==> config.mk <==
export PLATFORM = sky130hd
export DESIGN_NAME = vga_rect_fill
export DESIGN_NICKNAME = d
export VERILOG_FILES = /design/src/rtl/vga_pkg.sv /design/src/rtl/vga_rect_addr_gen.sv /design/src/rtl/vga_rect_fill.sv
export SDC_FILE = /design/constraint.sdc
export NUM_CORES = 1
export LEC_CHECK = 0
export ABC_AREA = 1
export BUFFER_PORTS_ARGS = -buffer_cell sky130_fd_sc_hd__buf_2
export CORE_MARGIN = 5
export CORE_UTILIZATION = 35
export CTS_CLUSTER_SIZE = 40
export DETAILED_ROUTE_END_ITERATION = 16
export PLACE_DENSITY = 0.5
export SLEW_MARGIN = 0
export SYNTH_ARGS = -nofsm -noshare
export SYNTH_HDL_FRONTEND = slang
export SYNTH_SLANG_ARGS = --single-unit
==> constraint.sdc <==
create_clock -name clk -period 3.4 [get_ports clk]
set_input_delay 0.17 -clock clk [delete_from_list [all_inputs] [get_ports clk]]
set_output_delay 0.17 -clock clk [all_outputs]
set_load 0.05 [all_outputs]
==> src/rtl/vga_pkg.sv <==
// vga_pkg -- shared constants and types for the rectangle fill engine.
//   Frame geometry (HRES/VRES), framebuffer address/data widths,
//   Avalon register offsets, ctrl/status bit indices, FSM state enum,
//   and the end-coordinate clipping helper.
package vga_pkg;

  localparam int HRES  = 640;
  localparam int VRES  = 480;
  localparam int FB_AW = 19;
  localparam int FB_DW = 8;
  localparam int CW    = 11;   // coordinate width: {hi[2:0], lo}

  localparam logic [3:0] REG_XHI   = 4'd0;
  localparam logic [3:0] REG_XLO   = 4'd1;
  localparam logic [3:0] REG_YHI   = 4'd2;
  localparam logic [3:0] REG_YLO   = 4'd3;
  localparam logic [3:0] REG_WHI   = 4'd4;
  localparam logic [3:0] REG_WLO   = 4'd5;
  localparam logic [3:0] REG_HHI   = 4'd6;
  localparam logic [3:0] REG_HLO   = 4'd7;
  localparam logic [3:0] REG_COLOR = 4'd8;
  localparam logic [3:0] REG_CTRL  = 4'd9;

  localparam int CTRL_START = 0;
  localparam int CTRL_ABORT = 1;
  localparam int STAT_BUSY  = 0;
  localparam int STAT_DONE  = 1;

  typedef enum logic [1:0] {IDLE, SETUP, RUN, FINISH} state_t;

  // min(org+len, lim); the sum is formed one bit wider so it cannot wrap.
  function automatic logic [CW-1:0] clip_end(input logic [CW-1:0] org,
                                             input logic [CW-1:0] len,
                                             input logic [CW-1:0] lim);
    logic [CW:0] sum;
    sum = {1'b0, org} + {1'b0, len};
    return (sum > {1'b0, lim}) ? lim : sum[CW-1:0];
  endfunction

endpackage

==> src/rtl/vga_rect_addr_gen.sv <==
// vga_rect_addr_gen -- pixel walker for the fill engine.
//   Loads the clipped rectangle on i_load, then advances one pixel
//   (row-major) per i_step. Keeps the framebuffer address as a register
//   so the write port sees a registered address.
// Ports:
//   clk, reset        clock, synchronous active-high reset
//   i_load            latch origin/size and start at (x, y)
//   i_step            current beat accepted, advance to next pixel
//   i_x/i_y/i_w/i_h   rectangle origin and size (unclipped)
//   o_addr            framebuffer address of current pixel
//   o_last            current pixel is the last of the rectangle
module vga_rect_addr_gen
  import vga_pkg::*;
#(
  parameter int HRES = vga_pkg::HRES,
  parameter int VRES = vga_pkg::VRES,
  parameter int AW   = vga_pkg::FB_AW
) (
  input  logic          clk,
  input  logic          reset,
  input  logic          i_load,
  input  logic          i_step,
  input  logic [CW-1:0] i_x,
  input  logic [CW-1:0] i_y,
  input  logic [CW-1:0] i_w,
  input  logic [CW-1:0] i_h,
  output logic [AW-1:0] o_addr,
  output logic          o_last
);

  logic [CW-1:0] r_x, r_x_end, r_y_end, r_cx, r_cy;
  logic [AW-1:0] r_row_base, r_addr;

  logic [CW-1:0] w_x_end, w_y_end;
  logic [AW-1:0] w_row_base_ld, w_row_base_nxt;
  logic          w_row_end;

  assign w_x_end = clip_end(i_x, i_w, CW'(HRES));
  assign w_y_end = clip_end(i_y, i_h, CW'(VRES));

  // y*640 as two shifts; only meaningful for y < VRES, otherwise the
  // parent never enters RUN and the truncated value is never used.
  assign w_row_base_ld  = (AW'(i_y) << 9) + (AW'(i_y) << 7);
  assign w_row_base_nxt = r_row_base + AW'(HRES);

  assign w_row_end = ((r_cx + CW'(1)) == r_x_end);
  assign o_last    = w_row_end && ((r_cy + CW'(1)) == r_y_end);
  assign o_addr    = r_addr;

  always_ff @(posedge clk) begin
    if (reset) begin
      r_x        <= '0;
      r_x_end    <= '0;
      r_y_end    <= '0;
      r_cx       <= '0;
      r_cy       <= '0;
      r_row_base <= '0;
      r_addr     <= '0;
    end else if (i_load) begin
      r_x        <= i_x;
      r_x_end    <= w_x_end;
      r_y_end    <= w_y_end;
      r_cx       <= i_x;
      r_cy       <= i_y;
      r_row_base <= w_row_base_ld;
      r_addr     <= w_row_base_ld + AW'(i_x);
    end else if (i_step) begin
      if (w_row_end) begin
        r_cx       <= r_x;
        r_cy       <= r_cy + CW'(1);
        r_row_base <= w_row_base_nxt;
        r_addr     <= w_row_base_nxt + AW'(r_x);
      end else begin
        r_cx   <= r_cx + CW'(1);
        r_addr <= r_addr + AW'(1);
      end
    end
  end

endmodule

==> src/rtl/vga_rect_fill.sv <==
// vga_rect_fill -- Avalon-MM slave rectangle fill engine.
//   Software programs origin/size/colour and writes start; the block then
//   streams one framebuffer write per clipped pixel over valid/ready.
// Ports:
//   clk, reset                  clock, synchronous active-high reset
//   chipselect/write/read       Avalon slave controls
//   address, writedata          register offset and write data
//   readdata                    registered read data, latency 1
//   wr_addr/wr_data/wr_valid    framebuffer write beat (registered)
//   wr_ready                    framebuffer accepts beat
//   done_irq                    one-cycle pulse on fill completion/abort
module vga_rect_fill
  import vga_pkg::*;
#(
  parameter int HRES = vga_pkg::HRES,
  parameter int VRES = vga_pkg::VRES,
  parameter int AW   = vga_pkg::FB_AW,
  parameter int DW   = vga_pkg::FB_DW
) (
  input  logic          clk,
  input  logic          reset,
  input  logic          chipselect,
  input  logic          write,
  input  logic          read,
  input  logic [3:0]    address,
  input  logic [7:0]    writedata,
  output logic [7:0]    readdata,
  output logic [AW-1:0] wr_addr,
  output logic [DW-1:0] wr_data,
  output logic          wr_valid,
  input  logic          wr_ready,
  output logic          done_irq
);

  logic [7:0] r_xhi, r_xlo, r_yhi, r_ylo, r_whi, r_wlo, r_hhi, r_hlo, r_color;
  logic [7:0] r_readdata;
  logic       r_done, r_wr_valid, r_done_irq;
  state_t     r_state, w_state_nxt;

  logic [CW-1:0] w_x, w_y, w_w, w_h;
  logic          w_bus_wr, w_ctrl_wr, w_start, w_abort, w_busy;
  logic          w_empty, w_load, w_accept, w_last;

  assign w_x = {r_xhi[2:0], r_xlo};
  assign w_y = {r_yhi[2:0], r_ylo};
  assign w_w = {r_whi[2:0], r_wlo};
  assign w_h = {r_hhi[2:0], r_hlo};

  assign w_bus_wr  = chipselect && write;
  assign w_ctrl_wr = w_bus_wr && (address == REG_CTRL);
  assign w_start   = w_ctrl_wr && writedata[CTRL_START];
  assign w_abort   = w_ctrl_wr && writedata[CTRL_ABORT];
  assign w_busy    = (r_state != IDLE);

  // Nothing visible to draw: degenerate size or origin off-screen.
  assign w_empty = (w_w == '0) || (w_h == '0) ||
                   (w_x >= CW'(HRES)) || (w_y >= CW'(VRES));

  // r_wr_valid is only ever set in RUN, so an accept implies RUN.
  assign w_accept = r_wr_valid && wr_ready;

  vga_rect_addr_gen #(.HRES(HRES), .VRES(VRES), .AW(AW)) u_addr_gen (
    .clk    (clk),
    .reset  (reset),
    .i_load (w_load),
    .i_step (w_accept),
    .i_x    (w_x),
    .i_y    (w_y),
    .i_w    (w_w),
    .i_h    (w_h),
    .o_addr (wr_addr),
    .o_last (w_last)
  );

  always_comb begin
    w_state_nxt = r_state;
    w_load      = 1'b0;
    case (r_state)
      IDLE:   if (w_start && !w_abort) w_state_nxt = SETUP;
      SETUP: begin
        w_load = 1'b1;
        w_state_nxt = (w_abort || w_empty) ? FINISH : RUN;
      end
      RUN:    if (w_abort || (w_accept && w_last)) w_state_nxt = FINISH;
      FINISH: w_state_nxt = IDLE;
      default: w_state_nxt = IDLE;
    endcase
  end

  // Valid and irq are registered copies of the next state, so the write
  // port and the interrupt see flop outputs; an abort drops valid on the
  // next edge even while stalled.
  always_ff @(posedge clk) begin
    if (reset) begin
      r_state    <= IDLE;
      r_wr_valid <= 1'b0;
      r_done_irq <= 1'b0;
      r_done     <= 1'b0;
    end else begin
      r_state    <= w_state_nxt;
      r_wr_valid <= (w_state_nxt == RUN);
      r_done_irq <= (w_state_nxt == FINISH);
      if (r_state == IDLE && w_start && !w_abort)
        r_done <= 1'b0;
      else if (r_state == FINISH)
        r_done <= 1'b1;
    end
  end

  // Geometry/colour registers; frozen while a fill is in flight.
  always_ff @(posedge clk) begin
    if (reset) begin
      r_xhi   <= '0;
      r_xlo   <= '0;
      r_yhi   <= '0;
      r_ylo   <= '0;
      r_whi   <= '0;
      r_wlo   <= '0;
      r_hhi   <= '0;
      r_hlo   <= '0;
      r_color <= '0;
    end else if (w_bus_wr && !w_busy) begin
      case (address)
        REG_XHI:   r_xhi   <= writedata;
        REG_XLO:   r_xlo   <= writedata;
        REG_YHI:   r_yhi   <= writedata;
        REG_YLO:   r_ylo   <= writedata;
        REG_WHI:   r_whi   <= writedata;
        REG_WLO:   r_wlo   <= writedata;
        REG_HHI:   r_hhi   <= writedata;
        REG_HLO:   r_hlo   <= writedata;
        REG_COLOR: r_color <= writedata;
        default: ;
      endcase
    end
  end

  always_ff @(posedge clk) begin
    if (reset) begin
      r_readdata <= '0;
    end else if (chipselect && read) begin
      case (address)
        REG_XHI:   r_readdata <= r_xhi;
        REG_XLO:   r_readdata <= r_xlo;
        REG_YHI:   r_readdata <= r_yhi;
        REG_YLO:   r_readdata <= r_ylo;
        REG_WHI:   r_readdata <= r_whi;
        REG_WLO:   r_readdata <= r_wlo;
        REG_HHI:   r_readdata <= r_hhi;
        REG_HLO:   r_readdata <= r_hlo;
        REG_COLOR: r_readdata <= r_color;
        REG_CTRL:  r_readdata <= {6'b0, r_done, w_busy};
        default:   r_readdata <= '0;
      endcase
    end else begin
      r_readdata <= '0;
    end
  end

  assign readdata = r_readdata;
  assign wr_valid = r_wr_valid;
  assign wr_data  = DW'(r_color);
  assign done_irq = r_done_irq;

endmodule
* Yosys cells after proc, flatten, opt, wreduce, memory -nomap -nowiden *
Cells that the tools add are included.

word-level totals
  bits in registers = 178
  bits of input ports = 18
  output and inout bits = 37
  word-level logic and storage cells = 109

operators by class
  add/sub/neg operators = 9
  magnitude comparators = 4
  equality and inequality tests = 16
  mux-type cells = 20
  bitwise logic cells = 1
  reductions and logical operators = 38

operator list
  operator                number
  $mux 19                 6
  $mux 11                 8
  $pmux 8 s10             1
  $add 19x11->19          2
  $add 11x11->12          2
  $add 11x1->11 const B   2
  $eq 11x11->1            2
  $logic_not 11->1        2
  $reduce_and 2->1        10
  $add 19x1->19 const B   1
  $add 19x10->19 const B  1
  $add 19x18->19          1
  $eq 4x3->1 const B      4
  $gt 12x10->1 const B    1
  $gt 12x9->1 const B     1
  $logic_and 1x1->1       12
  $ge 11x10->1 const B    1
  $ge 11x9->1 const B     1
  $eq 2x2->1 const B      4
  $eq 4x2->1 const B      2
  $eq 4x4->1 const B      2
  $pmux 2 s4              1
  $reduce_bool 2->1       3
  $logic_or 1x1->1        5
  9 further kinds         13

* Depth between registers and ports, before layout *
Gate-level depths: netlist of run 1.

  word-level depth = 8
  mapped depth = 20
  mapped depth without buffers = 19

* By module *
Synthesis of run 1 repeated with hierarchy kept, for this count alone.

second synthesis, totals
  cell total of the unflattened synthesis = 1717
  area, all modules = 11183.2 um2

by module, submodules not included
  module             instances  cells each  area each (um2)  seq. area each (um2)
  vga_rect_addr_gen  1          1215        7541.0           1721.7
  vga_rect_fill      1          502         3642.2           1701.6

* Least setup slack after synthesis of run 1 *
OpenSTA, ideal clock, no wires.

  path kind = register to register
  from = register r_ylo[0]
  to = register u_addr_gen.r_addr[18] (netlist: u_addr_gen.o_addr[18])
  library setup time = 0.120 ns
  data arrival time = 2.364 ns
  required time = 3.280 ns
  path slack = 0.916 ns
  stages on the path, launching flop included = 15
  path buffers = 0
  clock period less this slack = 2.484 ns
  cell sequence = dfxtp_1 > ha_1 > fa_1 > ha_1 > nand2_1 > a21oi_1 > nand2_1 > nor2_1 > nand2_1 > nor3_1 > nand2_1 > nand2_1 > inv_1 > nor2_1 > a21oi_1

on the way
  cells in the longest elaborated chain, start to end = 3

RTL lines
  element                   RTL line                 RTL
  start: declaration        vga_rect_fill.sv:35      logic [7:0] r_xhi, r_xlo, r_yhi, r_ylo, r_whi, r_wlo, r_hhi, r_hlo, r_color;
  start signal: assignment  vga_rect_fill.sv:127     REG_YLO: r_ylo <= writedata;
  $add 19x18->19            vga_rect_addr_gen.sv:43  assign w_row_base_ld = (AW'(i_y) << 9) + (AW'(i_y) << 7);
  $add 19x11->19            vga_rect_addr_gen.sv:66  r_addr <= w_row_base_ld + AW'(i_x);
  $mux 19                   vga_rect_addr_gen.sv:59  end else if (i_load) begin
  end signal: assignment    vga_rect_addr_gen.sv:66
  end signal: assignment    vga_rect_addr_gen.sv:72  r_addr <= w_row_base_nxt + AW'(r_x);
  end signal: assignment    vga_rect_addr_gen.sv:75  r_addr <= r_addr + AW'(1);
  end: declaration          vga_rect_addr_gen.sv:32  logic [AW-1:0] r_row_base, r_addr;

Every way passes these cells.
A chain may end at the register's enable or synchronous reset.

* Worst setup path after layout of run 1 *
  from = register r_ylo[2]
  to = register u_addr_gen.r_addr[18] (netlist: u_addr_gen.o_addr[18])

The elaborated chain is that of the path after synthesis.

==> flow_summary.toml, run 1 <==
[cts]
cts-root-buf = "clkbuf_16"
cts_tree = "yes"
cts-resized-gates = 0
numCtsBuffers = 17
clkTransAtPathRegs_ns = 0.08
clock_path_buffers = 2
numClockSinks = 171
hold_buffers = 0
cts_max_level = 4
clock_latency_ns = 0.44
cts_setup_buffers = 0

[power]
cellPowerDensity_nw_per_um2 = 357
ir_drop_uv = 295
cellLeakagePower_uw = 0.00530

[yosys]
synth.top_cell.area_share_pct = 32.3
synthTopCellsByArea = "dfxtp_1, nand2_1, o21ai_0"
async_flop_share_pct = 0
synthMuxAreaShare_pct = 0
syn-mean-instance-area_sq_um = 6.60
synth_commonest_cells = "nand2_1, nor2_1, inv_1, dfxtp_1, o21ai_0"
netlist_area_sq_um = 10600
synth-seq-cells = 171
synth_nets = 1674
synth_cell_type_count = 48
synth_cells = 1605
synth_edf_count = 0
synth.most_common_cell = "nand2_1"
synth-xor-area-share_pct = 4.71
synth_simple_gate_area_share_pct = 28.3
ys_seq_area_share_pct = 32.3
ys_warn_count = 0
yosys.area_share.adder_pct = 6.31
synth_area_leader_cell = "dfxtp_1"
synth_compound_area_share_pct = 19.6
synth_top_family_by_area = "simple AND/OR/NAND/NOR gates"
ys.flop_type = "dfxtp_1"

[routing]
wl_per_cell_microns = 16.9
ant_nets = 0
vias_per_cell = 5.12
num_vias = 10500
firstDrtPassIters = 5
first_iter_violations = 735
drc = 0
routed_wl_microns = 34700

[sta]
hold_violations = 0
setup_viol = 0
tns_ns = 0
fmax_ghz = 0.346
slew_headroom_pct = 38.3
clock_skew_ns = 0.0160
rsz0062_at_grt = "no"
worst_slew_pin_slew_ns = 0.922
period_share_pct = 84.9
fin_crit_ns = 2.89
slew_viol_final = 0

[layout]
drive_gt1_share_pct = 8.78
area_growth_pct = 12.1
utilization_pct = 39.9
num_antenna_cells = 0
fill_cells = 3283
num-nets-final = 1719

[die]
std_cell_rows = 63
fp.dieW_microns = 184
die_h_microns = 184
start_util_pct = 35.5
core_sq_um = 29800
pin_count = 55
die_area_sq_um = 33800

[worst_setup_path]
crit_arrival_ns = 3.22
crit_fanout = 5
cp-start-kind = "flop"
worstPathRequired_ns = 3.73
critical_path.endpoint_type = "flop"
slowest_stage = "fa_1"
cp_num_buf_inv = 1
rr_endpoint = "u_addr_gen.o_addr[18]"
rr_worst_depth = 14
r2r_start = "r_ylo[2]"
crit_family = "adder cells"
cpMostUsedCell = "nand2_1"
critPathKind = "flop to flop"
critPathMaxStageDelay_ns = 0.47
reg2reg_setup_slack_ns = 0.51
path_cells = "ha_1 > fa_1 > ha_1 > nand2_1 > a21oi_1 > nand2_1 > nor2_1 > nand2_1 > nor3_1 > nand2_1 > nand2_1 > inv_1 > nor2_1 > a21oi_1"

[placed_design]
place_hpwl_microns = 25800
place_congestion = 0.966
portBuffers = 54

[global_route]
first_global_vias = 9995
grt_pass1_wl_microns = 55200
overflow = 0
track_usage_pct = 20.4
antenna_found_initial = 0
grt_max_degree = 49

[min_path]
hold_depth = 3
hold_path_startpoint = "writedata[1]"
min_path_type = "input pin to flop"
hold_path_end = "r_done"

[status]
outcome = "finished clean"

[job]
maxCapViolations = 0
-- sequential cells by signal (all words and copies together) (netlist names), 11 cells and up --
| name | cells |
|---|---|
| u_addr_gen.r_row_base | 12 |
| u_addr_gen.r_y_end | 11 |
| u_addr_gen.r_x | 11 |
| u_addr_gen.r_cy | 11 |
| u_addr_gen.o_addr | 19 |
| u_addr_gen.r_cx | 11 |
| u_addr_gen.r_x_end | 11 |
-- cell type report --
type | count | area (sq um) | share of cell area, %
Sequential cell | 171 | 3420 | 28.8
Inverter | 186 | 698 | 5.88
Timing Repair Buffer | 76 | 435 | 3.67
Multi-Input combinational cell | 1198 | 6240 | 52.5
Tap cell | 390 | 488 | 4.11
Clock inverter | 15 | 170 | 1.43
Clock buffer | 17 | 425 | 3.58
-- placed cells by master (no fill, tap or decap), types with 11 or more instances in the layout --
cell         n
a21oi_1    103
a31oi_1     20
buf_2       54
buf_4       22
clkbuf_16   17
dfxtp_1    171
ha_1        46
inv_1      172
nand2_1    350
nand2_2     14
nand3_1     78
nand4_1     22
nor2_1     217
nor3_1      15
o211ai_1    11
o21ai_0    168
o22ai_1     13
xor2_1      47
-- per-layer routing --
metal | routed length, microns | GRT usage (%) | share of wire, % | up-vias
li1 | - | - | - | 5397
met1 | 16800 | 28.5 | 48 | 4796
met2 | 15500 | 32.7 | 45 | 280
met3 | 1610 | 2.99 | 4.6 | 47
met4 | 868 | 6.06 | 2.5 | 0
met5 | 0 | 0 | 0 | -
-- cell families (layout without fill, tap and decap cells) --
kind of cell | after synthesis | after routing
compound gates | 370 | 370
simple gates | 720 | 720
flops | 171 | 171
fa+ha+maj | 51 | 51
buf+inv | 236 | 294
xor+xnor | 57 | 57
-- worst max path at each step --
stage | startpoint | to | slack, ns | depth (start not counted)
2_1_floorplan | r_ylo[0] | u_addr_gen.o_addr[18] | 0.92 | 14
3_3_place_gp | r_ylo[2] | u_addr_gen.o_addr[18] | 0.63 | 14
3_5_place_dp | r_ylo[2] | u_addr_gen.o_addr[18] | 0.54 | 14
4_1_cts | r_ylo[2] | u_addr_gen.o_addr[18] | 0.52 | 14
5_1_grt | r_ylo[2] | u_addr_gen.o_addr[17] | 0.21 | 15
6_report | r_ylo[2] | u_addr_gen.o_addr[18] | 0.51 | 14
-- report_power, final --
group	total, uW	internal [uW]	switching, uW
logic	207	53.8	153
registers	2030	2010	19.0
clock network	2000	996	1000
total	4240	3060	1170
-- stage by stage --
stage                     cell area [sq um]  instances  total power, uW  hold slack [ns]  setup WS (ns)
final                                 11900       2053             4240           0.0426          0.512
after CTS                             11900       2053             4280           0.0362          0.518
after floorplan                       10600       1605             2200            0.306          0.916
after detailed placement              11300       2021             2290            0.447          0.541
after global placement                11300       2021             2290            0.439          0.630
after global routing                  11900       2053             4390           0.0767          0.208
-- worst register-to-register path: cells and delay by family (launching register included) --
family                     cells  cell delay [ns]
DFF                            1             0.45
AOI/OAI and AO/OA              2             0.25
adders and majority gates      3             1.07
and+or+nand+nor                8             0.97
buffers and inverters          1             0.03
(Power assumes the default switching activity.)
==> run 2, diff against run 1 <==
--- a/config.mk
+++ b/config.mk
@@ -5,7 +5,7 @@
 export SDC_FILE = /design/constraint.sdc
 export NUM_CORES = 1
 export LEC_CHECK = 0
-export ABC_AREA = 1
+export ABC_AREA = 0
 export BUFFER_PORTS_ARGS = -buffer_cell sky130_fd_sc_hd__buf_2
 export CORE_MARGIN = 5
 export CORE_UTILIZATION = 35
==> constraint.sdc (replaced) <==
create_clock -name clk -period 2.8 [get_ports clk]
set_input_delay 0.14 -clock clk [delete_from_list [all_inputs] [get_ports clk]]
set_output_delay 0.14 -clock clk [all_outputs]
set_load 0.05 [all_outputs]
==> run 2 against run 1 <==
Register-to-register slack lost 0.43 ns. Critical endpoint is now u_addr_gen.r_y_end[0]. Flip-flop and latch count unchanged. Sequential power increased by 21%. Die area is 0.33% lower. Fmax up 6.4%. Clock skew fell by 0.0037 ns. Routed wire length down 1.2%. Area after synthesis shrank 0.35%. Critical path type unchanged. Clock power increased by 23%. Non-clock buffer count increased by 95.
==> flow_summary.toml, run 2 <==
[yosys]
synth_commonest_cells = "dfxtp_1, nor2_1, nand2_1, mux2i_1, a21oi_1"
synth_nets = 1326
ys.flop_type = "dfxtp_1"
ys_seq_area_share_pct = 32.4
netlist_area_sq_um = 10600
syn-mean-instance-area_sq_um = 8.40
synth_cell_type_count = 80
synth.most_common_cell = "dfxtp_1"
ys_warn_count = 0
synthTopCellsByArea = "dfxtp_1, mux2i_1, ha_1"
synth-seq-cells = 171
async_flop_share_pct = 0
synth.top_cell.area_share_pct = 32.4
synth_area_leader_cell = "dfxtp_1"
synth_cells = 1257
synth_edf_count = 0

[layout]
final_cell_mix = "dfxtp_1, nor2_1, buf_4"
largest_register_ffs = 19
fill_cells = 2985
design_area_sq_um = 12600
num_antenna_cells = 0
num-nets-final = 1439
area_growth_pct = 19.7
layout_commonest_cell = "dfxtp_1"
drive_gt1_share_pct = 19.2

[worst_setup_path]
crit_arrival_ns = 3.10
setup.worst_path.end = "u_addr_gen.r_y_end[0]"
critPathMaxStageDelay_ns = 0.38
critPathLaunch = "r_ylo[1]"
cp-start-kind = "flop"
r2r_start = "r_ylo[1]"
path_cells = "ha_1 > a21o_1 > a21o_1 > a221o_1 > buf_4 > a311oi_1 > a21oi_1 > a211oi_2 > buf_4 > and4b_1 > a22o_1"
critical_path.endpoint_type = "flop"
critPathKind = "flop to flop"
reg2reg_setup_slack_ns = 0.09
rr_endpoint = "u_addr_gen.r_y_end[0]"
rr_worst_depth = 11
worstPathRequired_ns = 3.18
slowest_stage = "a221o_1"
crit_fanout = 5

[die]
die_area_sq_um = 33700
fp.dieW_microns = 184
start_util_pct = 35.5
pin_count = 55
die_h_microns = 184
core_sq_um = 29700
std_cell_rows = 63

[sta]
worst_slew_pin_slew_ns = 1.01
clock_skew_ns = 0.0123
fin_crit_ns = 2.71
fmax_ghz = 0.368
slew_headroom_pct = 32.9
rsz0062_at_grt = "yes"
period_share_pct = 96.9
slew_viol_final = 0
hold_violations = 0
layout_setup_ws_ns = 0.0856
setup_viol = 0

[routing]
firstDrtPassIters = 5
ant_nets = 0
num_vias = 9708
met1_length_microns = 17000
drc = 0
vias_per_cell = 5.48
first_iter_violations = 613
routed_wl_microns = 34300
route.met2.wl_microns = 15100
route.met3.wl_microns = 1560
wl_per_cell_microns = 19.4
routed.top_layer = "met4"

[global_route]
track_usage_pct = 20.2
grt_pass1_wl_microns = 54200
grt_max_degree = 88
antenna_found_initial = 0
first_global_vias = 9408
overflow = 0

[placed_design]
place_congestion = 0.886
pre_cts_slack_ns = -0.0632
dpl_cell_area_sq_um = 11800
portBuffers = 54
place_hpwl_microns = 24800

[power]
cellLeakagePower_uw = 0.00529
ir_drop_uv = 388
cellPowerDensity_nw_per_um2 = 409

[cts]
cts_max_level = 4
numCtsBuffers = 17
hold_buffers = 0
clock_path_buffers = 2
clock_latency_ns = 0.44
clkTransAtPathRegs_ns = 0.07
numClockSinks = 171
cts-root-buf = "clkbuf_16"
cts_tree = "yes"

[job]
maxCapViolations = 0

[min_path]
min_path_type = "input pin to flop"
hold_path_startpoint = "writedata[6]"

[status]
outcome = "finished clean"
[run 2: cell count changes in the layout (fill, tap and decap cells not counted), sizes merged, moves of 35 or more]
cell   delta
a21oi    -35
mux2i    +84
xnor2    +49
nor2     -67
nand3    -40
inv     -150
buf      +94
nand2   -263
o21ai   -112
[run 2: how the worst min path moves through the flow]
stage          endpoint  slack (ns)  depth (start not counted)
2_1_floorplan    r_done        0.36                          2
3_5_place_dp   r_xhi[6]        0.45                          2
5_1_grt        r_xhi[6]        0.08                          3
4_1_cts        r_xhi[6]        0.07                          3
6_report       r_xhi[6]        0.09                          3
3_3_place_gp   r_xhi[5]        0.45                          2
[run 2: worst max-delay path: cells and delay by family, from the launching register on]
family	cells	cell delay [ns]
AO/OA/AOI/OAI	7	1.52
adder cells (fa/ha/maj)	1	0.29
buffers and inverters	2	0.36
flip-flops	1	0.32
AND/OR/NAND/NOR	1	0.20
[run 2: metal layers]
| layer | global-route usage, % | up-vias |
|---|---|---|
| met5 | 0 | - |
| met4 | 5.04 | 0 |
| met3 | 2.93 | 32 |
| met2 | 31.6 | 250 |
| met1 | 29.3 | 4629 |
| li1 | - | 4797 |
[run 2: area by class of cell]
cell class,instances,area [sq um],area share [%]
multi-input cells,979,6820,54.0
clock inverters,14,160,1.27
well taps,390,488,3.86
clock buffers,17,425,3.37
inverters,30,113,0.892
repair buffers,171,1190,9.45
flip-flops and latches,171,3430,27.2
[run 2: kinds of logic after synthesis]
logic type / count (synthesis) / synth area share, %
simple gates: 429 / 19.4
fa+ha+maj: 51 / 6.33
xor+xnor: 96 / 8.11
flops: 171 / 32.4
compound gates: 305 / 19.5
mux: 98 / 9.99
buf+inv: 107 / 4.23
[run 2: through the flow]
| step | std cells | power, uW | util (%) | setup TNS, ns | hold slack [ns] |
|---|---|---|---|---|---|
| 5_1_grt | 1772 | 5320 | 42.5 | -0.0667 | 0.0814 |
| 4_1_cts | 1764 | 5200 | 41.8 | 0 | 0.0705 |
| 6_report | 1772 | 5160 | 42.5 | 0 | 0.0914 |
| 2_1_floorplan | 1257 | 2650 | - | 0 | 0.360 |
| 3_3_place_gp | 1733 | 2750 | 39.8 | 0 | 0.448 |
| 3_5_place_dp | 1733 | 2750 | 39.8 | -0.181 | 0.452 |
[run 2: repair_timing]
action,in CTS,in global routing
setup endpoints to repair,7,49
gates resized for setup,2,30
cloned,0,1
pin swaps,1,14
setup buffers,0,7
[run 2: power by group]
group | switching (uW) | internal [uW]
logic | 173 | 75.5
clock network | 1130 | 1340
registers | 8.05 | 2440
==> run 3, diff against run 2 <==
--- a/config.mk
+++ b/config.mk
@@ -8,10 +8,10 @@
 export ABC_AREA = 0
 export BUFFER_PORTS_ARGS = -buffer_cell sky130_fd_sc_hd__buf_2
 export CORE_MARGIN = 5
-export CORE_UTILIZATION = 35
+export CORE_UTILIZATION = 55
 export CTS_CLUSTER_SIZE = 40
 export DETAILED_ROUTE_END_ITERATION = 16
-export PLACE_DENSITY = 0.5
+export PLACE_DENSITY = 0.72
 export SLEW_MARGIN = 0
 export SYNTH_ARGS = -nofsm -noshare
 export SYNTH_HDL_FRONTEND = slang
==> run 3 against run 2 <==
Sequential power about the same. Clock skew decreased by 0.0022 ns. Sequential share of layout area increased by 0.75 points. Final area decreased by 2.6%. Count of clock-buffer cells in the layout unchanged. Combinational power decreased by 6%. Via count increased by 2.1%. Flip-flop and latch count unchanged. Utilization increased by 23 points. Critical path depth decreased by 2. Die area decreased by 35%. Global-route usage increased by 7.7 points.
==> flow_summary.toml, run 3 (synthesis gave the netlist of run 2 again) <==
[status]
outcome = "finished clean"

[placed_design]
place_congestion = 0.902
portBuffers = 54
place_hpwl_microns = 22000

[die]
std_cell_rows = 50
pin_count = 55
fp.dieW_microns = 149
die_area_sq_um = 22100
start_util_pct = 56.0
die_h_microns = 149
core_sq_um = 18800

[routing]
wl_per_cell_microns = 19.4
first_iter_violations = 1099
ant_nets = 0
routed_wl_microns = 31300
num_vias = 9911
drc = 0
firstDrtPassIters = 6
vias_per_cell = 6.15

[worst_setup_path]
crit_arrival_ns = 2.98
critPathMaxStageDelay_ns = 0.48
cp_num_buf_inv = 0
critPathKind = "flop to flop"
rr_endpoint = "u_addr_gen.o_addr[17]"
critical_path.endpoint_type = "flop"
crit_family = "adder cells"
rr_worst_depth = 9
reg2reg_setup_slack_ns = 0.15
r2r_start = "r_ylo[0]"
worstPathRequired_ns = 3.12
cp-start-kind = "flop"
slowest_stage = "fa_2"
crit_fanout = 4
path_cells = "ha_1 > fa_2 > ha_4 > o21ai_0 > a21oi_1 > nand4_1 > nor3b_2 > xor2_1 > a2111oi_1"

[layout]
largest_register_ffs = 19
area_growth_pct = 16.5
layout_commonest_cell = "dfxtp_1"
num-nets-final = 1406
final_cell_mix = "dfxtp_1, nor2_1, nand2_1"
drive_gt1_share_pct = 18.1

[power]
power_uw = 5090
cellPowerDensity_nw_per_um2 = 414
cellLeakagePower_uw = 0.00510
ir_drop_uv = 451

[cts]
clock_path_buffers = 2
hold_buffers = 0
clkTransAtPathRegs_ns = 0.07
clock_latency_ns = 0.44
cts-root-buf = "clkbuf_16"
numCtsBuffers = 17
numClockSinks = 171
cts_tree = "yes"
cts_max_level = 4

[min_path]
hold_depth = 2
hold_path_startpoint = "reset"
min_path_type = "input pin to flop"
hold_path_end = "u_addr_gen.r_x[7]"

[global_route]
first_global_vias = 9341
grt_pass1_wl_microns = 49700
gr-max-usage-layer = "met2"
overflow = 0
grt_max_degree = 86
track_usage_pct = 27.9
grt_use_met3_pct = 4.11
use_met1_pct = 37.8
antenna_found_initial = 1
use_met2_pct = 44.6

[sta]
tns_ns = 0
period_share_pct = 94.8
worst_slew_pin_slew_ns = 0.956
slew_viol_final = 0
fin_crit_ns = 2.65
hold_violations = 0
slew_headroom_pct = 36.3
clock_skew_ns = 0.0101
fmax_ghz = 0.377
setup_viol = 0

[job]
maxCapViolations = 0
## run 3: cell types whose count changed in the layout (fill, tap and decap cells not counted), moves of 3 or more
cell | before | now
buf_4 | 115 | 81
clkinvlp_4 | 0 | 4
a21oi_1 | 70 | 73
a21oi_2 | 5 | 2
xnor2_1 | 57 | 54
xnor2_2 | 2 | 5
## run 3: how the worst max path moves through the flow
stage / startpoint / end / slack [ns] / cells past startpoint
after CTS: r_ylo[0] / u_addr_gen.o_addr[17] / 0.0002 / 9
after global placement: r_xlo[0] / u_addr_gen.r_x_end[0] / 0.04 / 10
after detailed placement: r_ylo[0] / u_addr_gen.o_addr[17] / -0.03 / 9
after global routing: r_ylo[6] / u_addr_gen.r_y_end[5] / -0.02 / 9
final: r_ylo[0] / u_addr_gen.o_addr[17] / 0.15 / 9
after floorplan: r_ylo[1] / u_addr_gen.r_y_end[8] / 0.03 / 9
## run 3: per-layer routing
metal  share of wire (%)  routed length, microns  up-vias
li1                    -                       -     4732
met4                 3.9                    1210        0
met2                  45                   14200      423
met1                  44                   13800     4678
met5                   0                       0        -
met3                 6.6                    2070       78
## run 3: report_power, final
group / internal, uW / switching [uW] / leakage (uW)
Sequential: 2440 / 9.03 / 0.00138
Combinational: 72.2 / 163 / 0.00345
Clock: 1330 / 1080 / 0.000279
Total: 3840 / 1250 / 0.00510
## run 3: area by class of cell
type,count,area (sq um)
Sequential cell,171,3430
Inverter,30,113
Clock buffer,17,425
Timing Repair Buffer,138,953
Tap cell,260,325
Fill cell,1619,6530
Multi-Input combinational cell,979,6880
Clock inverter,15,164
Antenna cell,1,2.50
## run 3: repair_timing
item	4_1_cts	5_1_grt
resized for setup	3	42
setup buffers	0	4
endpoints found under the setup margin	8	43
cloned	0	0
pin swaps	0	19
## run 3: metrics by stage
step	hold slack, ns	util, %	setup WS [ns]	instances	cell area (sq um)
2_1_floorplan	0.360	-	0.0346	1257	10600
3_3_place_gp	0.444	61.0	0.0390	1574	11500
3_5_place_dp	0.449	61.0	-0.0289	1574	11500
4_1_cts	0.0523	64.2	0.000222	1606	12100
5_1_grt	0.0765	65.3	-0.0185	1611	12300
6_report	0.0652	65.3	0.146	1611	12300
